===== src/rtl/ieeedrv_rom_arbiter_if.sv =====
// Bus bundle between the IEEE drive channels, the shared ROM and the ROM arbiter.
// master = drive/ROM side, slave = arbiter.
interface ieeedrv_rom_arbiter_if #(
  parameter int unsigned NCH = 4,
  parameter int unsigned AW  = 14,
  parameter int unsigned DW  = 8
);
  logic              strobe;
  logic [NCH-1:0]    ch_en;
  logic [NCH*AW-1:0] ch_addr;
  logic [NCH*DW-1:0] ch_data;
  logic [NCH-1:0]    ch_valid;
  logic [AW-1:0]     rom_addr;
  logic [2:0]        rom_chan;
  logic [DW-1:0]     rom_q;
  logic              cache_inv;
  logic              busy;
  logic              overrun;

  modport master (
    output strobe, ch_en, ch_addr, rom_q, cache_inv,
    input  ch_data, ch_valid, rom_addr, rom_chan, busy, overrun
  );

  modport slave (
    input  strobe, ch_en, ch_addr, rom_q, cache_inv,
    output ch_data, ch_valid, rom_addr, rom_chan, busy, overrun
  );
endinterface


===== src/rtl/ieeedrv_rom_arbiter.sv =====
// Time-multiplexed read arbiter sharing one synchronous ROM among up to 8 drive channels.
// Optional per-channel last-address cache is enabled with `define IEEEDRV_ROM_CACHE_EN.
module ieeedrv_rom_arbiter #(
  parameter int unsigned NCH     = 4,
  parameter int unsigned AW      = 14,
  parameter int unsigned DW      = 8,
  parameter int unsigned ROM_LAT = 1
) (
  input logic                   clk_sys,
  input logic                   reset_n,
  ieeedrv_rom_arbiter_if.slave  bus
);

  localparam int unsigned CNT_W = 2;
  localparam int unsigned IDX_W = 3;

  // NEXT is resolved on the capture edge itself, so the register only holds IDLE or ACCESS.
  typedef enum logic [1:0] {
    ST_IDLE   = 2'd0,
    ST_ACCESS = 2'd1,
    ST_NEXT   = 2'd2
  } state_t;

  state_t            state_q, state_d;
  logic [CNT_W-1:0]  cnt_q, cnt_d;
  logic [IDX_W-1:0]  cur_q, cur_d;
  logic              hit_q, hit_d;
  logic [NCH-1:0]    snap_en_q, snap_en_d;
  logic [AW-1:0]     snap_addr_q [NCH];
  logic [AW-1:0]     snap_addr_d [NCH];
  logic [NCH*DW-1:0] data_q, data_d;
  logic [NCH-1:0]    valid_q, valid_d;
  logic [AW-1:0]     rom_addr_q, rom_addr_d;
  logic [IDX_W-1:0]  rom_chan_q, rom_chan_d;
  logic              busy_q, busy_d;
  logic              overrun_q, overrun_d;

  logic              start_c;
  logic              capture_c;
  logic              load_c;
  logic [IDX_W:0]    first_c;
  logic [IDX_W:0]    nxt_c;
  logic              sel_found_c;
  logic [IDX_W-1:0]  sel_idx_c;
  logic [AW-1:0]     sel_addr_c;
  logic              sel_hit_c;

  // Lowest enabled channel with index >= lo; MSB of the result flags "found".
  function automatic logic [IDX_W:0] pick(input logic [NCH-1:0] en, input int lo);
    logic [IDX_W:0] r;
    r = '0;
    for (int i = int'(NCH) - 1; i >= 0; i--) begin
      if (en[i] && (i >= lo)) r = {1'b1, IDX_W'(i)};
    end
    return r;
  endfunction

  // Channel selection: live inputs on a start, the snapshot while sequencing.
  always_comb begin : sel_proc
    first_c     = pick(bus.ch_en, 0);
    nxt_c       = pick(snap_en_q, int'(cur_q) + 1);
    start_c     = (state_q == ST_IDLE) && bus.strobe && first_c[IDX_W];
    capture_c   = (state_q == ST_ACCESS) && (cnt_q == '0);
    sel_found_c = nxt_c[IDX_W];
    sel_idx_c   = nxt_c[IDX_W-1:0];
    if (state_q == ST_IDLE) begin
      sel_found_c = first_c[IDX_W];
      sel_idx_c   = first_c[IDX_W-1:0];
    end
    sel_addr_c = '0;
    for (int i = 0; i < int'(NCH); i++) begin
      if (sel_idx_c == IDX_W'(i)) begin
        sel_addr_c = (state_q == ST_IDLE) ? bus.ch_addr[i*AW +: AW] : snap_addr_q[i];
      end
    end
  end

`ifdef IEEEDRV_ROM_CACHE_EN
  logic [AW-1:0]  last_addr_q [NCH];
  logic [NCH-1:0] hit_ok_q;

  always_comb begin : hit_proc
    sel_hit_c = 1'b0;
    for (int i = 0; i < int'(NCH); i++) begin
      if (sel_idx_c == IDX_W'(i)) sel_hit_c = hit_ok_q[i] && (last_addr_q[i] == sel_addr_c);
    end
  end

  // Invalidate wins over a capture landing on the same edge.
  always_ff @(posedge clk_sys or negedge reset_n) begin : cache_reg
    if (!reset_n) begin
      hit_ok_q <= '0;
      for (int i = 0; i < int'(NCH); i++) last_addr_q[i] <= '0;
    end else if (bus.cache_inv) begin
      hit_ok_q <= '0;
      for (int i = 0; i < int'(NCH); i++) last_addr_q[i] <= '0;
    end else if (capture_c && !hit_q) begin
      for (int i = 0; i < int'(NCH); i++) begin
        if (cur_q == IDX_W'(i)) begin
          last_addr_q[i] <= rom_addr_q;
          hit_ok_q[i]    <= 1'b1;
        end
      end
    end
  end
`else
  logic unused_cache_inv;
  assign unused_cache_inv = bus.cache_inv;
  assign sel_hit_c        = 1'b0;
`endif

  always_ff @(posedge clk_sys or negedge reset_n) begin : state_reg
    if (!reset_n) state_q <= ST_IDLE;
    else          state_q <= state_d;
  end

  always_comb begin : next_state_proc
    state_d = state_q;
    case (state_q)
      ST_IDLE:   if (start_c) state_d = ST_ACCESS;
      ST_ACCESS: if (capture_c && !sel_found_c) state_d = ST_IDLE;
      default:   state_d = ST_IDLE;
    endcase
  end

  always_comb begin : output_proc
    cnt_d       = cnt_q;
    cur_d       = cur_q;
    hit_d       = hit_q;
    snap_en_d   = snap_en_q;
    snap_addr_d = snap_addr_q;
    data_d      = data_q;
    valid_d     = '0;
    rom_addr_d  = rom_addr_q;
    rom_chan_d  = rom_chan_q;
    busy_d      = busy_q;
    overrun_d   = overrun_q | (bus.strobe & busy_q);
    load_c      = 1'b0;

    if ((state_q == ST_IDLE) && bus.strobe) begin
      snap_en_d = bus.ch_en;
      for (int i = 0; i < int'(NCH); i++) snap_addr_d[i] = bus.ch_addr[i*AW +: AW];
      load_c = first_c[IDX_W];
    end

    if (state_q == ST_ACCESS) begin
      if (cnt_q != '0) begin
        cnt_d = cnt_q - CNT_W'(1);
      end else begin
        for (int i = 0; i < int'(NCH); i++) begin
          if (cur_q == IDX_W'(i)) begin
            valid_d[i] = 1'b1;
            if (!hit_q) data_d[i*DW +: DW] = bus.rom_q;
          end
        end
        if (sel_found_c) load_c = 1'b1;
        else             busy_d = 1'b0;
      end
    end

    // A cache hit skips the ROM and costs a single cycle.
    if (load_c) begin
      cur_d  = sel_idx_c;
      busy_d = 1'b1;
      if (sel_hit_c) begin
        cnt_d = '0;
        hit_d = 1'b1;
      end else begin
        cnt_d      = CNT_W'(ROM_LAT);
        hit_d      = 1'b0;
        rom_addr_d = sel_addr_c;
        rom_chan_d = sel_idx_c;
      end
    end
  end

  always_ff @(posedge clk_sys or negedge reset_n) begin : data_reg
    if (!reset_n) begin
      cnt_q      <= '0;
      cur_q      <= '0;
      hit_q      <= 1'b0;
      snap_en_q  <= '0;
      data_q     <= '0;
      valid_q    <= '0;
      rom_addr_q <= '0;
      rom_chan_q <= '0;
      busy_q     <= 1'b0;
      overrun_q  <= 1'b0;
      for (int i = 0; i < int'(NCH); i++) snap_addr_q[i] <= '0;
    end else begin
      cnt_q       <= cnt_d;
      cur_q       <= cur_d;
      hit_q       <= hit_d;
      snap_en_q   <= snap_en_d;
      snap_addr_q <= snap_addr_d;
      data_q      <= data_d;
      valid_q     <= valid_d;
      rom_addr_q  <= rom_addr_d;
      rom_chan_q  <= rom_chan_d;
      busy_q      <= busy_d;
      overrun_q   <= overrun_d;
    end
  end

  assign bus.ch_data  = data_q;
  assign bus.ch_valid = valid_q;
  assign bus.rom_addr = rom_addr_q;
  assign bus.rom_chan = rom_chan_q;
  assign bus.busy     = busy_q;
  assign bus.overrun  = overrun_q;

endmodule


===== src/flat_wrapper.sv =====
// flat-port wrapper written by rule: the top's interface ports become plain ports
module ieeedrv_rom_arbiter_flat 
#(
  parameter int unsigned NCH     = 4,
  parameter int unsigned AW      = 14,
  parameter int unsigned DW      = 8,
  parameter int unsigned ROM_LAT = 1
)
  (clk_sys, reset_n, bus_strobe, bus_ch_en, bus_ch_addr, bus_rom_q, bus_cache_inv, bus_ch_data, bus_ch_valid, bus_rom_addr, bus_rom_chan, bus_busy, bus_overrun);
  ieeedrv_rom_arbiter_if #(.NCH(NCH), .AW(AW), .DW(DW)) bus_i ();
  input logic clk_sys;
  input logic reset_n;
  input wire logic [$bits(bus_i.strobe)-1:0] bus_strobe;
  input wire logic [$bits(bus_i.ch_en)-1:0] bus_ch_en;
  input wire logic [$bits(bus_i.ch_addr)-1:0] bus_ch_addr;
  input wire logic [$bits(bus_i.rom_q)-1:0] bus_rom_q;
  input wire logic [$bits(bus_i.cache_inv)-1:0] bus_cache_inv;
  output wire logic [$bits(bus_i.ch_data)-1:0] bus_ch_data;
  output wire logic [$bits(bus_i.ch_valid)-1:0] bus_ch_valid;
  output wire logic [$bits(bus_i.rom_addr)-1:0] bus_rom_addr;
  output wire logic [$bits(bus_i.rom_chan)-1:0] bus_rom_chan;
  output wire logic [$bits(bus_i.busy)-1:0] bus_busy;
  output wire logic [$bits(bus_i.overrun)-1:0] bus_overrun;
  assign bus_i.strobe = bus_strobe;
  assign bus_i.ch_en = bus_ch_en;
  assign bus_i.ch_addr = bus_ch_addr;
  assign bus_i.rom_q = bus_rom_q;
  assign bus_i.cache_inv = bus_cache_inv;
  assign bus_ch_data = bus_i.ch_data;
  assign bus_ch_valid = bus_i.ch_valid;
  assign bus_rom_addr = bus_i.rom_addr;
  assign bus_rom_chan = bus_i.rom_chan;
  assign bus_busy = bus_i.busy;
  assign bus_overrun = bus_i.overrun;
  ieeedrv_rom_arbiter #(.NCH(NCH), .AW(AW), .DW(DW), .ROM_LAT(ROM_LAT)) u_core (.clk_sys(clk_sys), .reset_n(reset_n), .bus(bus_i));
endmodule

===== config.mk =====
export PLATFORM = sky130hd
export DESIGN_NAME = ieeedrv_rom_arbiter_flat
export DESIGN_NICKNAME = d
export VERILOG_FILES = /design/src/rtl/ieeedrv_rom_arbiter_if.sv /design/src/rtl/ieeedrv_rom_arbiter.sv /design/src/flat_wrapper.sv
export SDC_FILE = /design/constraint.sdc
export NUM_CORES = 1
export LEC_CHECK = 0
export CORE_MARGIN = 4
export CORE_UTILIZATION = 30
export DETAILED_ROUTE_END_ITERATION = 16
export GPL_ROUTABILITY_DRIVEN = 0
export PLACE_DENSITY_LB_ADDON = 0.1
export SYNTH_ARGS = -nofsm -noshare
export SYNTH_HDL_FRONTEND = slang
export SYNTH_SLANG_ARGS = --single-unit

===== constraint.sdc =====
create_clock -name clk_sys -period 1.9 [get_ports clk_sys]
set_input_delay 0.38 -clock clk_sys [delete_from_list [all_inputs] [get_ports clk_sys]]
set_output_delay 0.38 -clock clk_sys [all_outputs]
set_load 0.005 [all_outputs]

; ---- After elaboration in Yosys (flattened, before gate mapping)
; Cells that the tools add are included.
[word_totals]
ff_bits = 119
latchBits = 0
ramBits = 0
rom_bits = 0
inputBits = 72
out_inout_bits = 55
elab_cells = 97
memories = 0
[classes]
addsub = 2
multipliers = 0
n_div = 0
magnitude_cmp = 4
eq_ne = 11
shift = 0
mux = 38
bitwise = 3
n_reduce_logical = 23
[ops]
columns = op, count
row1 = $mux 14, 8
row2 = $ge 3x32->1 const A, 2
row3 = $mux 4, 10
row4 = $ge 1x32->1 const A, 1
row5 = $ge 2x32->1 const A, 1
row6 = $reduce_and 3->1, 5
row7 = $mux 1, 13
row8 = $eq 3x2->1 const B, 4
row9 = $mux 2, 5
row10 = $logic_and 1x1->1, 8
row11 = $eq 3x1->1 const B, 2
row12 = $logic_not 3->1, 2
row13 = $ne 2x1->1 const B, 3
row14 = $reduce_bool 2->1, 3
row15 = $add 3x1->4 const B, 1
row16 = $logic_not 2->1, 2
row17 = $pmux 2 s2, 1
row18 = $reduce_and 2->1, 2
row19 = $mux 3, 1
row20 = $eq 2x1->1 const B, 1
row21 = $ne 2x2->1 const B, 1
row22 = $sub 2x1->2 const B, 1
row23 = $and 1x1->1, 1
row24 = $logic_not 1->1, 1
row25 = 2 further kinds, 2

; ---- Depth between registers and ports, before layout
[logic_depth]
depth_word = 13
mapped_depth = 9

; ---- Least setup slack after synthesis
; Ideal clock, no wire load.
[synth_timing]
path_type = register to register
from = register u_core.cnt_q[0]
to = register u_core.rom_addr_q[3], in the netlist u_core.bus.rom_addr[3]
t_arrival_ps = 1758
required_time_ps = 1773
setup_slack_ps = 16
stages_incl_launch_ff = 10
synth_period_minus_slack_ps = 1884
path_cell_list = dfrtp_1 inv_1 ha_1 nand2_1 o32a_1 and2_1 buf_2 buf_6 a22oi_1 o21ai_1
[synth_between]
elab_chain_len = 3
[synth_rtl]
columns = item, line_no
row1 = "start, declared", ieeedrv_rom_arbiter.sv:25  ; logic [CNT_W-1:0] cnt_q, cnt_d;
row2 = "start signal, assigned", ieeedrv_rom_arbiter.sv:191  ; cnt_q <= cnt_d;
row3 = $reduce_bool 2->1, ieeedrv_rom_arbiter.sv:147  ; if (cnt_q != '0) begin
row4 = $mux 1, ieeedrv_rom_arbiter.sv:147
row5 = $mux 1, ieeedrv_rom_arbiter.sv:146  ; if (state_q == ST_ACCESS) begin
row6 = "end signal, assigned", ieeedrv_rom_arbiter.sv:198  ; rom_addr_q <= rom_addr_d;
row7 = "end, declared", ieeedrv_rom_arbiter.sv:33  ; logic [AW-1:0] rom_addr_q, rom_addr_d;
; Every way passes these cells.
; A chain may end at the register's enable or synchronous reset.

; ---- Worst setup path after layout
[layout_timing]
from = register u_core.cur_q[1]
to = register u_core.rom_addr_q[11], in the netlist u_core.bus.rom_addr[11]
[layout_between]
elab_chain_len = 13
[layout_rtl]
columns = item, line_no
row1 = "start, declared", ieeedrv_rom_arbiter.sv:26  ; logic [IDX_W-1:0] cur_q, cur_d;
row2 = "start signal, assigned", ieeedrv_rom_arbiter.sv:192  ; cur_q <= cur_d;
row3 = $add 3x1->4 *, ieeedrv_rom_arbiter.sv:61  ; nxt_c = pick(snap_en_q, int'(cur_q) + 1);
row4 = $ge 3x32->1, ieeedrv_rom_arbiter.sv:53  ; if (en[i] && (i >= lo)) r = {1'b1, IDX_W'(i)};
row5 = $logic_and 1x1->1, ieeedrv_rom_arbiter.sv:53
row6 = $mux 4 (3 in series), ieeedrv_rom_arbiter.sv:53
row7 = $mux 4 *, ieeedrv_rom_arbiter.sv:53
row8 = $mux 3, ieeedrv_rom_arbiter.sv:66  ; if (state_q == ST_IDLE) begin
row9 = $logic_not 3->1, ieeedrv_rom_arbiter.sv:72  ; if (sel_idx_c == IDX_W'(i)) begin
row10 = $mux 14 (4 in series), ieeedrv_rom_arbiter.sv:72
; Mark *: on every way between the ends. The rest lies on a longest branch, timed or not.

==> reports/results.tsv <==
stage	metric	value	unit
logic_synthesis	syn_area	5690	sq um
logic_synthesis	synth_ff_type	dfrtp_1	
flow_run	maxCapViolations	0	
place	port_buffers	124	
global_route	grt_usage	15.3	%
cts	clkTransAtPathRegs	0.06	ns
pwr	power_leakage	0.00349	uW
timing	period_share	99.5	%
hold_path	hold_path_class	in -> reg	
setup_path	crit_type	reg -> reg	
final_layout	final_core_util	44.3	%
timing	hold_violations	0	
floorplan	fp.dieW	146	microns
logic_synthesis	ys_async_sr_fraction	100	%
final_layout	antenna_cells	0	
timing	rsz0062_at_grt	yes	
setup_path	rr_startpoint	u_core.cur_q[1]$_DFFE_PN0P_	
logic_synthesis	yosysSeqAreaShare	51.0	%
logic_synthesis	synth_area_leaders	dfrtp_1, mux2_2, mux2i_1	
routing	ant_nets	0	
timing	worst_hold_slack	0.340	ns
cts	cts_buffers	17	
hold_path	hp-start	bus_ch_en[3]	
floorplan	initial_core_util	30.4	%
logic_synthesis	syn_inst	465	
timing	worst_slack	0.0103	ns
cts	cts_sinks	116	
timing	setup_viol	0	
setup_path	reg2regPathDepth	6	
global_route	grt_pass1_vias	4627	
floorplan	die_y	146	microns
logic_synthesis	yosysWarnings	0	
place	dpl.hpwl	11.8	mm
timing	finalSetupTns	0	ns
setup_path	path_delay_family	compound AO/OA/AOI/OAI gates	
floorplan	dieArea	21200	sq um
final_layout	final_nets	701	
global_route	grt_pass1_wl	25.6	mm
setup_path	cp-start-kind	flip-flop	
routing	drt_iter0_drc	202	
setup_path	slowest_delay	0.48	ns
routing	vias	4338	
global_route	grt_max_degree	55	
logic_synthesis	yosysUniqueCellTypes	49	
pwr	pwr_density_cell	1840	nW/um^2
setup_path	endpoint_kind	flip-flop	
place	dpl_worst_slack	-0.494	ns
cts	clock_latency	0.41	ns
logic_synthesis	syn_avg_cell_area	12.2	sq um
logic_synthesis	yosysTopAreaCellShare	51.0	%
hold_path	min_path_cells	2	
floorplan	io_pins	127	
setup_path	worst_ep_arrival_time	2.18	ns
routing	drt-wirelength-per-cell	18.8	microns
setup_path	r2r-end	u_core.bus.rom_addr[11]$_DFFE_PN0P_	
timing	skew	0.00856	ns
floorplan	rows	50	
routing	drcViolationCount	0	
logic_synthesis	synth_edf_count	0	
global_route	overflow	0	
final_layout	drive_above_1_share	36.0	%
final_layout	syn_to_final_growth	45.6	%
routing	route.final.wire_length	16.5	mm
setup_path	worst-path-buf-inv	1	
setup_path	cp_cell_sequence	nor3b_4, a211oi_4, buf_12, a2111oi_1, mux2_2, o21ai_1	
setup_path	required	2.19	ns
timing	final.min_clock_period	1.89	ns
logic_synthesis	synth_nets	538	
cts	cts-root-buf	clkbuf_16	
setup_path	reg2reg_slack	0.01	ns
routing	firstDrtPassIters	4	
floorplan	coreArea	18700	sq um
routing	viasPerCell	4.96	
timing	slew_violations	0	
logic_synthesis	yosysTopAreaCell	dfrtp_1	
cts	clockBufferDepth	2	
setup_path	path_max_fanout	12	
pwr	power.total	15300	uW
setup_path	slowest_stage	dfrtp_2	
timing	max_freq	0.529	GHz
logic_synthesis	synth_seq_cells	116	
cts	cts-htree-levels	4	
cts	cts_tree	built	
hold_path	worstHoldEndpoint	u_core.snap_en_q[3]$_DFFE_PN0P_	
pwr	peakVddDrop	0.761	mV
global_route	antenna_found_initial	0	
outcome	status	completed	
-- Yosys cell counts, drive strengths merged, types with 2 or more instances --
master,n
nand2b,7
inv,5
a211oi,2
nand2,34
nand3,11
nor2b,12
a21oi,19
and2,3
clkbuf,9
mux2,106
o32a,5
dfrtp,116
a21o,2
a32o,9
mux2i,20
nor2,9
nor3b,2
o221ai,4
a211o,2
a2111oi,10
o21ai,26
a22oi,9
nor3,7
buf,24
-- cells by family after synthesis --
| logic type | after synthesis | synth area share, % |
|---|---|---|
| and+or+nand+nor | 91 | 8.42 |
| buffers and inverters | 39 | 3.85 |
| muxes | 126 | 24.5 |
| adders and majority gates | 1 | 0.220 |
| DFF | 116 | 51.0 |
| other | 1 | 0.0659 |
| xor gates and xnor gates | 1 | 0.154 |
| AOI/OAI and AO/OA | 90 | 11.8 |
-- worst max path at each step --
stage                                           start                                   to  slack, ns  cells after the start
after global routing      u_core.cur_q[1]$_DFFE_PN0P_  u_core.bus.rom_addr[11]$_DFFE_PN0P_      -0.03                      6
after global placement                   bus_ch_en[2]  u_core.bus.rom_addr[13]$_DFFE_PN0P_      -0.50                      6
after detailed placement                 bus_ch_en[2]  u_core.bus.rom_addr[13]$_DFFE_PN0P_      -0.49                      6
after CTS                 u_core.cur_q[1]$_DFFE_PN0P_  u_core.bus.rom_addr[12]$_DFFE_PN0P_      0.002                      6
after floorplan           u_core.cnt_q[0]$_DFFE_PN0P_   u_core.bus.rom_addr[3]$_DFFE_PN0P_       0.02                      9
final                     u_core.cur_q[1]$_DFFE_PN0P_  u_core.bus.rom_addr[11]$_DFFE_PN0P_       0.01                      6
-- registers in the layout, summed over array words and instances, names as in the netlist --
signal and cells:
u_core.bus.busy 1, u_core.bus.ch_data 32, u_core.bus.ch_valid 4, u_core.bus.overrun 1, u_core.bus.rom_addr 14, u_core.cnt_q 2, u_core.cur_q 2, u_core.snap_addr_q 56
u_core.snap_en_q 3, u_core.state_q 1
-- report_power, final --
group	internal, uW	switching, uW
clock	1980	1190
sequential	3720	778
combinational	4340	3260
-- area by class of cell --
| type | count | area [sq um] |
|---|---|---|
| clock buffer | 18 | 439 |
| clock inverter | 14 | 154 |
| fill | 1711 | 10400 |
| inverter | 6 | 22.5 |
| multi-input combinational | 310 | 2690 |
| sequential | 116 | 2910 |
| tap | 234 | 293 |
| timing repair buffer | 177 | 1780 |
-- routing by layer --
| metal | part of all wire (%) | global-route usage [%] | wire (microns) |
|---|---|---|---|
| met5 | 0 | 0 | 0 |
| met4 | 0.98 | 4.27 | 161 |
| met3 | 4.8 | 4.11 | 785 |
| met2 | 46 | 24.0 | 7620 |
| met1 | 48 | 21.0 | 7900 |
-- layout by cell type (no fill, tap or decap), types with 4 or more instances in the layout --
cell	count
clkdlybuf4s50_1	119
dfrtp_1	112
mux2_2	106
buf_4	42
nand2_1	32
mux2i_1	20
clkbuf_16	19
a21oi_1	16
o21ai_0	14
nor2b_1	12
nand3_1	10
o21ai_1	10
nor2_1	9
a32o_1	9
a22oi_2	7
buf_12	6
o32a_1	5
nor3_1	5
clkinv_4	5
nand2b_1	4
a2111oi_0	4
o221ai_1	4
dfrtp_2	4
-- timing repair --
| action | in CTS | in global routing |
|---|---|---|
| hold buffers | 1 | 0 |
| pin swaps | 2 | 10 |
| gates cloned | 0 | 2 |
| gates resized for setup | 7 | 40 |
| setup buffers | 0 | 5 |
| endpoints found under the setup margin | 11 | 14 |
| endpoints found under the hold margin | 28 | 0 |
-- per-stage QoR --
step | cell area, sq um | std cells
global route | 8290 | 875
detailed placement | 7460 | 835
finish | 8290 | 875
global placement | 7460 | 835
CTS | 8070 | 868
floorplan | 5690 | 465
(Power assumes the default switching activity.)
